File: config.mk
export PLATFORM = sky130hd
export DESIGN_NAME = axi_lite_loopback_system
export DESIGN_NICKNAME = d
export VERILOG_FILES = /design/src/rtl/axi_lite_loopback_pkg.sv /design/src/rtl/axi_lite_master.sv /design/src/rtl/axi_lite_slave_regs.sv /design/src/rtl/axi_lite_loopback_system.sv
export SDC_FILE = /design/constraint.sdc
export NUM_CORES = 1
export LEC_CHECK = 0
export CAP_MARGIN = 20
export CORE_ASPECT_RATIO = 0.75
export CORE_MARGIN = 2
export CORE_UTILIZATION = 45
export DETAILED_ROUTE_END_ITERATION = 10
export DONT_BUFFER_PORTS = 1
export GPL_TIMING_DRIVEN = 0
export PLACE_DENSITY = 0.57
export SLEW_MARGIN = 20
export SYNTH_ARGS = -nofsm -noshare
export SYNTH_HDL_FRONTEND = slang
export SYNTH_SLANG_ARGS = --single-unit
File: constraint.sdc
create_clock -name axi_aclk -period 1.9 [get_ports axi_aclk]
set_input_delay 0.38 -clock axi_aclk [delete_from_list [all_inputs] [get_ports axi_aclk]]
set_output_delay 0.38 -clock axi_aclk [all_outputs]
set_load 0.02 [all_outputs]
File: src/rtl/axi_lite_loopback_pkg.sv
// Shared types and constants for the AXI4-Lite loopback: master FSM states,
// response codes and default widths.
package axi_lite_loopback_pkg;

    typedef enum logic [1:0] {IDLE, WRITE, READ, DONE} state_t;

    localparam logic [1:0] RESP_OKAY   = 2'b00;
    localparam logic [1:0] RESP_SLVERR = 2'b10;

    localparam int          DEF_ADDR_WIDTH = 4;
    localparam int          DEF_DATA_WIDTH = 32;
    localparam int          DEF_NUM_TXN    = 4;
    localparam logic [31:0] DEF_START_DATA = 32'hAA00_0000;

endpackage

File: src/rtl/axi_lite_master.sv
// AXI4-Lite master: writes START_DATA+i to word i, reads every word back and
// flags any data mismatch or non-OKAY response.
module axi_lite_master
    import axi_lite_loopback_pkg::*;
#(
    parameter int                    ADDR_WIDTH = DEF_ADDR_WIDTH,
    parameter int                    DATA_WIDTH = DEF_DATA_WIDTH,
    parameter int                    NUM_TXN    = DEF_NUM_TXN,
    parameter logic [DATA_WIDTH-1:0] START_DATA = DEF_START_DATA
) (
    input  logic                      axi_aclk,
    input  logic                      axi_aresetn,
    input  logic                      axi_txn,
    output logic                      axi_txn_done,
    output logic                      axi_error,
    output logic [ADDR_WIDTH-1:0]     aw_addr,
    output logic [2:0]                aw_prot,
    output logic                      aw_valid,
    input  logic                      aw_ready,
    output logic [DATA_WIDTH-1:0]     w_data,
    output logic [DATA_WIDTH/8-1:0]   w_strb,
    output logic                      w_valid,
    input  logic                      w_ready,
    input  logic [1:0]                b_resp,
    input  logic                      b_valid,
    output logic                      b_ready,
    output logic [ADDR_WIDTH-1:0]     ar_addr,
    output logic [2:0]                ar_prot,
    output logic                      ar_valid,
    input  logic                      ar_ready,
    input  logic [DATA_WIDTH-1:0]     r_data,
    input  logic [1:0]                r_resp,
    input  logic                      r_valid,
    output logic                      r_ready
);

    localparam int                IDX_W = ADDR_WIDTH - 2;
    localparam logic [IDX_W-1:0]  LAST  = IDX_W'(NUM_TXN - 1);

    state_t           state;
    logic             txn_q, busy, err_acc;
    logic [IDX_W-1:0] idx, idx_nxt;
    logic             start, aw_hs, w_hs, b_hs, ar_hs, r_hs, r_bad;

    assign aw_prot = 3'b000;
    assign ar_prot = 3'b000;
    assign w_strb  = '1;

    assign idx_nxt = idx + 1'b1;
    assign start   = axi_txn & ~txn_q & ((state == IDLE) | (state == DONE));
    assign aw_hs   = aw_valid & aw_ready;
    assign w_hs    = w_valid & w_ready;
    assign b_hs    = b_valid & b_ready;
    assign ar_hs   = ar_valid & ar_ready;
    assign r_hs    = r_valid & r_ready;
    assign r_bad   = (r_resp != RESP_OKAY) | (r_data != START_DATA + DATA_WIDTH'(idx));

    always_ff @(posedge axi_aclk or negedge axi_aresetn) begin
        if (!axi_aresetn) begin
            state        <= IDLE;
            txn_q        <= 1'b0;
            busy         <= 1'b0;
            err_acc      <= 1'b0;
            idx          <= '0;
            axi_txn_done <= 1'b0;
            axi_error    <= 1'b0;
            aw_addr      <= '0;
            aw_valid     <= 1'b0;
            w_data       <= '0;
            w_valid      <= 1'b0;
            b_ready      <= 1'b0;
            ar_addr      <= '0;
            ar_valid     <= 1'b0;
            r_ready      <= 1'b0;
        end else begin
            txn_q <= axi_txn;
            case (state)
                IDLE, DONE: begin
                    if (start) begin
                        state        <= WRITE;
                        idx          <= '0;
                        busy         <= 1'b0;
                        err_acc      <= 1'b0;
                        axi_txn_done <= 1'b0;
                        axi_error    <= 1'b0;
                        b_ready      <= 1'b1;
                    end
                end
                WRITE: begin
                    // busy spans issue..B; the idle cycle after B spaces writes out.
                    if (!busy) begin
                        aw_valid <= 1'b1;
                        w_valid  <= 1'b1;
                        aw_addr  <= {idx, 2'b00};
                        w_data   <= START_DATA + DATA_WIDTH'(idx);
                        busy     <= 1'b1;
                    end
                    if (aw_hs) aw_valid <= 1'b0;
                    if (w_hs)  w_valid  <= 1'b0;
                    if (b_hs) begin
                        if (b_resp != RESP_OKAY) err_acc <= 1'b1;
                        busy <= 1'b0;
                        if (idx == LAST) begin
                            state   <= READ;
                            idx     <= '0;
                            b_ready <= 1'b0;
                            r_ready <= 1'b1;
                        end else begin
                            idx <= idx_nxt;
                        end
                    end
                end
                READ: begin
                    if (!busy) begin
                        ar_valid <= 1'b1;
                        ar_addr  <= {idx, 2'b00};
                        busy     <= 1'b1;
                    end
                    if (ar_hs) ar_valid <= 1'b0;
                    if (r_hs) begin
                        if (idx == LAST) begin
                            state        <= DONE;
                            busy         <= 1'b0;
                            r_ready      <= 1'b0;
                            axi_txn_done <= 1'b1;
                            axi_error    <= err_acc | r_bad;
                        end else begin
                            // Next read is issued straight off the R handshake.
                            err_acc  <= err_acc | r_bad;
                            idx      <= idx_nxt;
                            ar_valid <= 1'b1;
                            ar_addr  <= {idx_nxt, 2'b00};
                        end
                    end
                end
                default: state <= IDLE;
            endcase
        end
    end

endmodule

File: src/rtl/axi_lite_slave_regs.sv
// AXI4-Lite register slave: 2**(ADDR_WIDTH-2) word registers, one write and
// one read in flight at a time, always answering OKAY.
module axi_lite_slave_regs
    import axi_lite_loopback_pkg::*;
#(
    parameter int ADDR_WIDTH = DEF_ADDR_WIDTH,
    parameter int DATA_WIDTH = DEF_DATA_WIDTH
) (
    input  logic                      axi_aclk,
    input  logic                      axi_aresetn,
    input  logic [ADDR_WIDTH-1:0]     aw_addr,
    input  logic [2:0]                aw_prot,
    input  logic                      aw_valid,
    output logic                      aw_ready,
    input  logic [DATA_WIDTH-1:0]     w_data,
    input  logic [DATA_WIDTH/8-1:0]   w_strb,
    input  logic                      w_valid,
    output logic                      w_ready,
    output logic [1:0]                b_resp,
    output logic                      b_valid,
    input  logic                      b_ready,
    input  logic [ADDR_WIDTH-1:0]     ar_addr,
    input  logic [2:0]                ar_prot,
    input  logic                      ar_valid,
    output logic                      ar_ready,
    output logic [DATA_WIDTH-1:0]     r_data,
    output logic [1:0]                r_resp,
    output logic                      r_valid,
    input  logic                      r_ready
);

    localparam int NUM_REGS = 2 ** (ADDR_WIDTH - 2);
    localparam int STRB_W   = DATA_WIDTH / 8;

    logic [NUM_REGS-1:0][DATA_WIDTH-1:0] regs;
    logic [ADDR_WIDTH-3:0] w_sel, r_sel;
    logic                  wr_hs, ar_hs;
    logic                  unused_bits;

    assign w_sel = aw_addr[ADDR_WIDTH-1:2];
    assign r_sel = ar_addr[ADDR_WIDTH-1:2];
    assign wr_hs = aw_valid & aw_ready & w_valid & w_ready;
    assign ar_hs = ar_valid & ar_ready;
    assign unused_bits = ^{aw_prot, ar_prot, aw_addr[1:0], ar_addr[1:0]};

    always_ff @(posedge axi_aclk or negedge axi_aresetn) begin
        if (!axi_aresetn) begin
            regs     <= '0;
            aw_ready <= 1'b0;
            w_ready  <= 1'b0;
            b_valid  <= 1'b0;
            b_resp   <= RESP_OKAY;
            ar_ready <= 1'b0;
            r_valid  <= 1'b0;
            r_data   <= '0;
            r_resp   <= RESP_OKAY;
        end else begin
            // Ready is a one-cycle pulse; the ~aw_ready term keeps it from
            // re-firing on the handshake cycle itself.
            aw_ready <= aw_valid & w_valid & ~aw_ready & ~b_valid;
            w_ready  <= aw_valid & w_valid & ~aw_ready & ~b_valid;
            if (wr_hs) begin
                for (int b = 0; b < STRB_W; b++)
                    if (w_strb[b]) regs[w_sel][8*b +: 8] <= w_data[8*b +: 8];
                b_valid <= 1'b1;
                b_resp  <= RESP_OKAY;
            end else if (b_valid && b_ready) begin
                b_valid <= 1'b0;
            end

            ar_ready <= ar_valid & ~ar_ready & ~r_valid;
            if (ar_hs) begin
                r_valid <= 1'b1;
                r_data  <= regs[r_sel];
                r_resp  <= RESP_OKAY;
            end else if (r_valid && r_ready) begin
                r_valid <= 1'b0;
            end
        end
    end

endmodule

File: src/rtl/axi_lite_loopback_system.sv
// Loopback top: wires the five AXI4-Lite channels between the internal master
// and the register slave; only start/done/error are visible outside.
module axi_lite_loopback_system
    import axi_lite_loopback_pkg::*;
#(
    parameter int                    ADDR_WIDTH = DEF_ADDR_WIDTH,
    parameter int                    DATA_WIDTH = DEF_DATA_WIDTH,
    parameter int                    NUM_TXN    = DEF_NUM_TXN,
    parameter logic [DATA_WIDTH-1:0] START_DATA = DEF_START_DATA
) (
    input  logic axi_aclk,
    input  logic axi_aresetn,
    input  logic axi_txn,
    output logic axi_txn_done,
    output logic axi_error
);

    logic [ADDR_WIDTH-1:0]   aw_addr, ar_addr;
    logic [2:0]              aw_prot, ar_prot;
    logic                    aw_valid, aw_ready, w_valid, w_ready, b_valid, b_ready;
    logic                    ar_valid, ar_ready, r_valid, r_ready;
    logic [DATA_WIDTH-1:0]   w_data, r_data;
    logic [DATA_WIDTH/8-1:0] w_strb;
    logic [1:0]              b_resp, r_resp;

    axi_lite_master #(
        .ADDR_WIDTH(ADDR_WIDTH), .DATA_WIDTH(DATA_WIDTH),
        .NUM_TXN(NUM_TXN), .START_DATA(START_DATA)
    ) u_master (
        .axi_aclk(axi_aclk), .axi_aresetn(axi_aresetn), .axi_txn(axi_txn),
        .axi_txn_done(axi_txn_done), .axi_error(axi_error),
        .aw_addr(aw_addr), .aw_prot(aw_prot), .aw_valid(aw_valid), .aw_ready(aw_ready),
        .w_data(w_data), .w_strb(w_strb), .w_valid(w_valid), .w_ready(w_ready),
        .b_resp(b_resp), .b_valid(b_valid), .b_ready(b_ready),
        .ar_addr(ar_addr), .ar_prot(ar_prot), .ar_valid(ar_valid), .ar_ready(ar_ready),
        .r_data(r_data), .r_resp(r_resp), .r_valid(r_valid), .r_ready(r_ready)
    );

    axi_lite_slave_regs #(
        .ADDR_WIDTH(ADDR_WIDTH), .DATA_WIDTH(DATA_WIDTH)
    ) u_slave (
        .axi_aclk(axi_aclk), .axi_aresetn(axi_aresetn),
        .aw_addr(aw_addr), .aw_prot(aw_prot), .aw_valid(aw_valid), .aw_ready(aw_ready),
        .w_data(w_data), .w_strb(w_strb), .w_valid(w_valid), .w_ready(w_ready),
        .b_resp(b_resp), .b_valid(b_valid), .b_ready(b_ready),
        .ar_addr(ar_addr), .ar_prot(ar_prot), .ar_valid(ar_valid), .ar_ready(ar_ready),
        .r_data(r_data), .r_resp(r_resp), .r_valid(r_valid), .r_ready(r_ready)
    );

endmodule

==> flow_metrics.tcl, run 1 <==
set metrics [dict create \
    setup-tns-final_ps 0 \
    netlist_area_um2 1820 \
    holdWs_ps 117 \
    seq_area_um2 951 \
    synth_warnings 0 \
    status "complete, no violations" \
    syn-instance-count 156 \
    clk_pin_slew_worst_paths_ps 70 \
    vias_per_cell 5.52 \
    synth_most_common_cell "dfrtp_1" \
    timing.rr.start "u_master.state[0]$_DFFE_PN0P_" \
    synthDistinctLibCells 41 \
    skew_ps 1.42 \
    worstHoldStart "axi_txn" \
    critPathMaxFanout 10 \
    worstSkewPairLatency_ps 290 \
    clkSinkCount 38 \
    arrival_ps 1870 \
    relSlewSlack_pct 73.0 \
    worstPathRequired_ps 2060 \
    grt_first_pass_wirelength_mm 5.82 \
    port_buffers 0 \
    cts_tree "done" \
    async_reset_ff_share_pct 100 \
    leakagePower_uw 0.000960 \
    drv_slew 0 \
    syn_to_final_growth_pct 10.7 \
    synth_common_cells "dfrtp_1, inv_1, o21ai_0" \
    post_cts_buffers 0 \
    die_width_um 77.4 \
    vias 1204 \
    grt_overflow 0 \
    die_area_um2 4570 \
    syn-num-nets 165 \
    fmax_mhz 587 \
    max_cap_violations 0 \
    ios 5 \
    final.period_utilization_pct 89.7 \
    hold_viol_final 0 \
    wirelength_mm 3.45 \
    r2r_end "u_master.axi_error$_DFFE_PN0P_" \
    whs_path_depth 0 \
    hpwl_mm 2.43 \
    tightest_slew_ps 404 \
    grt_max_degree 39 \
    synth_edf_count 0 \
    gp_congestion 0.865 \
    multiInputGateArea_um2 817 \
    synth_top_cell_by_area "dfrtp_1" \
    critical_path_class "reg -> reg" \
    cts-buffers-inserted 5 \
    layout-drive-gt1-share_pct 14.5 \
    synth_flop_cell "dfrtp_1" \
    setup_violations 0 \
    ys_ff_latch 38 \
    ant_nets 0 \
    clk_path_buf_depth 2 \
    fin_crit_ps 1700 \
    grt_antenna_before_repair 0 \
    syn_area_per_cell_um2 11.6 \
    worstSetupEndpointType "flip-flop" \
    fillers 337 \
    r2r_cells 6 \
    drt_pass1_iterations 4 \
    rsz0062_at_grt "false" \
    rows 19 \
    critPathLaunchType "flip-flop" \
    drc 0 \
    h-tree-depth 2 \
    cts-root-buf "clkbuf_8" \
    wl_per_cell_um 15.8 \
    initial_utilization_pct 48.4 \
    grt_pass1_vias 1149 \
    dieHeight_um 59.0 \
    diodes 0 \
    peakVddDrop_mv 0.556 \
    grt_use_total_pct 17.0 \
    crit_start "u_master.state[0]$_DFFE_PN0P_" \
    core_um2 3760 \
    holdPathEnd "u_master.txn_q$_DFF_PN0_" \
    min_path_type "in -> reg" \
    yosysSeqAreaShare_pct 52.3 \
    rrSetupSlack_ps 200 \
    synthTopCellsByArea "dfrtp_1, mux2_2, mux4_1" \
    final_nets 174 \
    drt-initial-drc-count 59 \
    netlist.area_leader.share_pct 52.3 \
    p_per_area_nw_per_um2 1170 \
]
[registers in the layout (all words and copies together) (netlist names)]
signal / count
u_master.busy: 1
u_slave.regs: 12
u_slave.b_valid: 1
u_master.w_data: 2
u_master.aw_addr: 1
u_master.ar_addr: 2
u_master.idx: 2
u_slave.aw_ready: 1
u_slave.r_valid: 1
u_master.axi_error: 1
u_master.state: 2
u_master.txn_q: 1
u_master.b_ready: 1
u_master.err_acc: 1
u_slave.ar_ready: 1
u_master.w_valid: 1
u_master.r_ready: 1
u_master.aw_valid: 1
u_master.axi_txn_done: 1
u_slave.r_data: 3
u_master.ar_valid: 1
[worst max path at each step]
stage / to
6_report: u_master.axi_error$_DFFE_PN0P_
5_1_grt: u_master.axi_error$_DFFE_PN0P_
4_1_cts: u_master.idx[0]$_DFFE_PN0P_
3_5_place_dp: u_master.idx[0]$_DFFE_PN0P_
3_3_place_gp: u_master.idx[0]$_DFFE_PN0P_
2_1_floorplan: u_master.idx[0]$_DFFE_PN0P_
[routing by layer]
metal,GRT usage (%),routed length [µm],up-vias
li1,-,-,581
met1,26.5,1890,598
met2,22.5,1420,20
met3,4.12,112,5
met4,6.89,38,0
met5,0,0,-
[critical path, stage by stage, from the launching register on]
cell	delay [ps]
dfrtp_1	370
inv_1	80
ha_1	310
clkbuf_1	340
inv_1	150
o2111ai_1	220
nand3_1	110
[cells in the final DEF, fill, tap and decap left out, types with 6 or more instances in the layout]
master	count
o21ai_0	10
ha_1	6
inv_1	10
dfrtp_1	38
nor2_1	8
nand2_1	7
mux2_2	9
clkbuf_8	6
a21oi_1	6
nand3_1	9
[stage by stage]
step	total power, µW	util (%)	instance area (µm²)	setup slack [ps]	std cells
floorplan	1620	-	1820	289	156
global placement	1760	50.1	1880	118	208
detailed placement	1780	50.1	1880	95.9	208
CTS	2370	53.3	2000	80.1	218
global route	2520	53.6	2010	38.4	218
finish	2360	53.6	2010	196	218
[cell families (layout without fill, tap and decap cells)]
logic type / count (synthesis) / after routing / share of synthesized area, %
DFF: 38 / 38 / 52.3
buffers and inverters: 14 / 24 / 3.17
xor gates and xnor gates: 2 / 2 / 0.964
AOI/OAI and AO/OA: 33 / 33 / 12.7
adders and majority gates: 6 / 6 / 4.13
muxes: 15 / 15 / 11.6
and+or+nand+nor: 48 / 48 / 15.1
[power by group]
part           internal, µW  switching, µW
logic                   318            317
registers               979            179
clock network           293            274
[final cells by class]
| cell class | count | area share [%] |
|---|---|---|
| clock inverter | 1 | 0.249 |
| timing repair buffer | 2 | 1.49 |
| buffer | 4 | 0.995 |
| multi-input combinational | 104 | 40.6 |
| inverter | 10 | 1.87 |
| clock buffer | 7 | 4.29 |
| tap | 52 | 3.23 |
| sequential | 38 | 47.3 |
[repair_timing]
item	in CTS	in global routing
endpoints found under the setup margin	0	2
resized for setup	0	2
hold endpoints to repair	38	0
hold buffers	2	0
(Power assumes the default switching activity.)
==> run 2: changes to the inputs <==
--- a/config.mk
+++ b/config.mk
@@ -13,6 +13,7 @@
 export DONT_BUFFER_PORTS = 1
 export GPL_TIMING_DRIVEN = 0
 export PLACE_DENSITY = 0.57
+export SKIP_CTS_REPAIR_TIMING = 1
 export SLEW_MARGIN = 20
 export SYNTH_ARGS = -nofsm -noshare
 export SYNTH_HDL_FRONTEND = slang
==> flow_metrics.tcl, run 2 (synthesized netlist as in run 1, its figures left out) <==
set metrics [dict create \
    swShare_pct 32.5 \
    cts-buffers-inserted 5 \
    cts-root-buf "clkbuf_8" \
    tightest_slew_ps 395 \
    relSlewSlack_pct 73.5 \
    final.period_utilization_pct 89.5 \
    fin_crit_ps 1700 \
    gp_congestion 0.865 \
    grt_overflow 0 \
    clk_path_buf_depth 2 \
    r2r_cells 6 \
    wl_per_cell_um 15.7 \
    peakVddDrop_mv 0.555 \
    clk_pin_slew_worst_paths_ps 70 \
    grt_antenna_before_repair 0 \
    mostFrequentLayoutCells "dfrtp_1, inv_1, o21ai_0" \
    vias 1209 \
    drv_slew 0 \
    p_per_area_nw_per_um2 1170 \
    grt_first_pass_wirelength_mm 5.79 \
    drc 0 \
    dp_cells 208 \
    worstHoldStart "axi_txn" \
    h-tree-depth 2 \
    wirelength_mm 3.43 \
    setup-tns-final_ps 0 \
    holdPathEnd "u_master.txn_q$_DFF_PN0_" \
    rsz0062_at_grt "false" \
    hold_viol_final 0 \
    power_frac_comb_pct 26.9 \
    worstPathRequired_ps 2060 \
    rows 19 \
    reg_top3 "u_slave.regs x12, u_slave.r_data x3" \
    leakagePower_uw 0.000964 \
    critPathLaunchType "flip-flop" \
    clkSinkCount 38 \
    p_clk_share_pct 24.0 \
    worstSkewPairLatency_ps 290 \
    port_buffers 0 \
    worstSetupEndpointType "flip-flop" \
    r2r_end "u_master.axi_error$_DFFE_PN0P_" \
    grt_pass1_vias 1136 \
    ant_nets 0 \
    hpwl_mm 2.43 \
    grt_use_total_pct 16.8 \
    ios 5 \
    max_cap_violations 0 \
    status "complete, no violations" \
    setup_violations 0 \
    die_width_um 77.4 \
    min_path_type "in -> reg" \
    diodes 0 \
    initial_utilization_pct 48.4 \
    final_common_cell "dfrtp_1" \
    whs_path_depth 0 \
    critical_path_class "reg -> reg" \
    power.switching_uw 767 \
    grt_max_degree 39 \
    top_register "u_slave.regs" \
    fin_cells 218 \
    vias_per_cell 5.55 \
    cts_tree "done" \
    timing.rr.start "u_master.state[0]$_DFFE_PN0P_" \
    fmax_mhz 588 \
    core_um2 3760 \
    drt-initial-drc-count 85 \
    dieHeight_um 59.0 \
    drt_pass1_iterations 4 \
    critPathMaxFanout 10 \
    rrSetupSlack_ps 200 \
    die_area_um2 4570 \
    largest_reg_flops 12 \
    final_nets 174 \
    pwr-share-seq_pct 49.1 \
    p_int_uw 1590 \
    layout-drive-gt1-share_pct 14.5 \
    syn_to_final_growth_pct 11.2 \
    arrival_ps 1860 \
    skew_ps 1.47 \
]
[run 2: critical path, stage by stage (launching register included)]
cell,delay [ps]
dfrtp_1,370
inv_1,80
ha_1,310
clkbuf_1,340
inv_1,150
o2111ai_1,210
nand3_1,110
[run 2: area by class of cell]
cell class | count | area, µm²
flip-flops and latches | 38 | 951
inverters | 10 | 37.5
repair buffers | 2 | 37.5
fillers | 337 | 1740
plain buffers | 4 | 20.0
multi-input cells | 104 | 817
clock buffers | 7 | 86.3
well taps | 52 | 65.1
clock inverters | 1 | 5.00
[run 2: worst max-delay path by stage]
stage,from,to,depth (start not counted)
floorplan,u_master.idx[0]$_DFFE_PN0P_,u_master.idx[0]$_DFFE_PN0P_,4
global placement,u_master.idx[0]$_DFFE_PN0P_,u_master.idx[0]$_DFFE_PN0P_,4
detailed placement,u_master.idx[0]$_DFFE_PN0P_,u_master.idx[0]$_DFFE_PN0P_,4
CTS,u_master.idx[0]$_DFFE_PN0P_,u_master.idx[0]$_DFFE_PN0P_,4
global route,u_master.state[0]$_DFFE_PN0P_,u_master.axi_error$_DFFE_PN0P_,6
finish,u_master.state[0]$_DFFE_PN0P_,u_master.axi_error$_DFFE_PN0P_,6
[run 2: per-stage QoR]
stage                     utilization, %  total power (µW)  instance area [µm²]  setup WS, ps  hold slack [ps]
after detailed placement            50.1              1780                 1880          95.9             84.9
after floorplan                        -              1620                 1820           289             84.4
after global routing                53.8              2520                 2020          39.4             98.4
after global placement              50.1              1760                 1880           118             85.0
final                               53.8              2360                 2020           200              117
after CTS                           52.5              2350                 1970          80.1             -228
[run 2: power groups by stage]
stage	registers (µW)	clock network, µW	logic, µW
detailed placement	1170	0	610
finish	1160	567	635
global placement	1160	0	596
CTS	1150	582	616
floorplan	1110	0	511
global route	1180	627	712
[run 2: routing by layer]
layer,global-route usage (%),up-vias,share of wire [%]
li1,-,581,-
met1,26.0,600,54
met2,22.6,23,41
met3,4.12,5,3.6
met4,6.89,0,1.1
met5,0,-,0
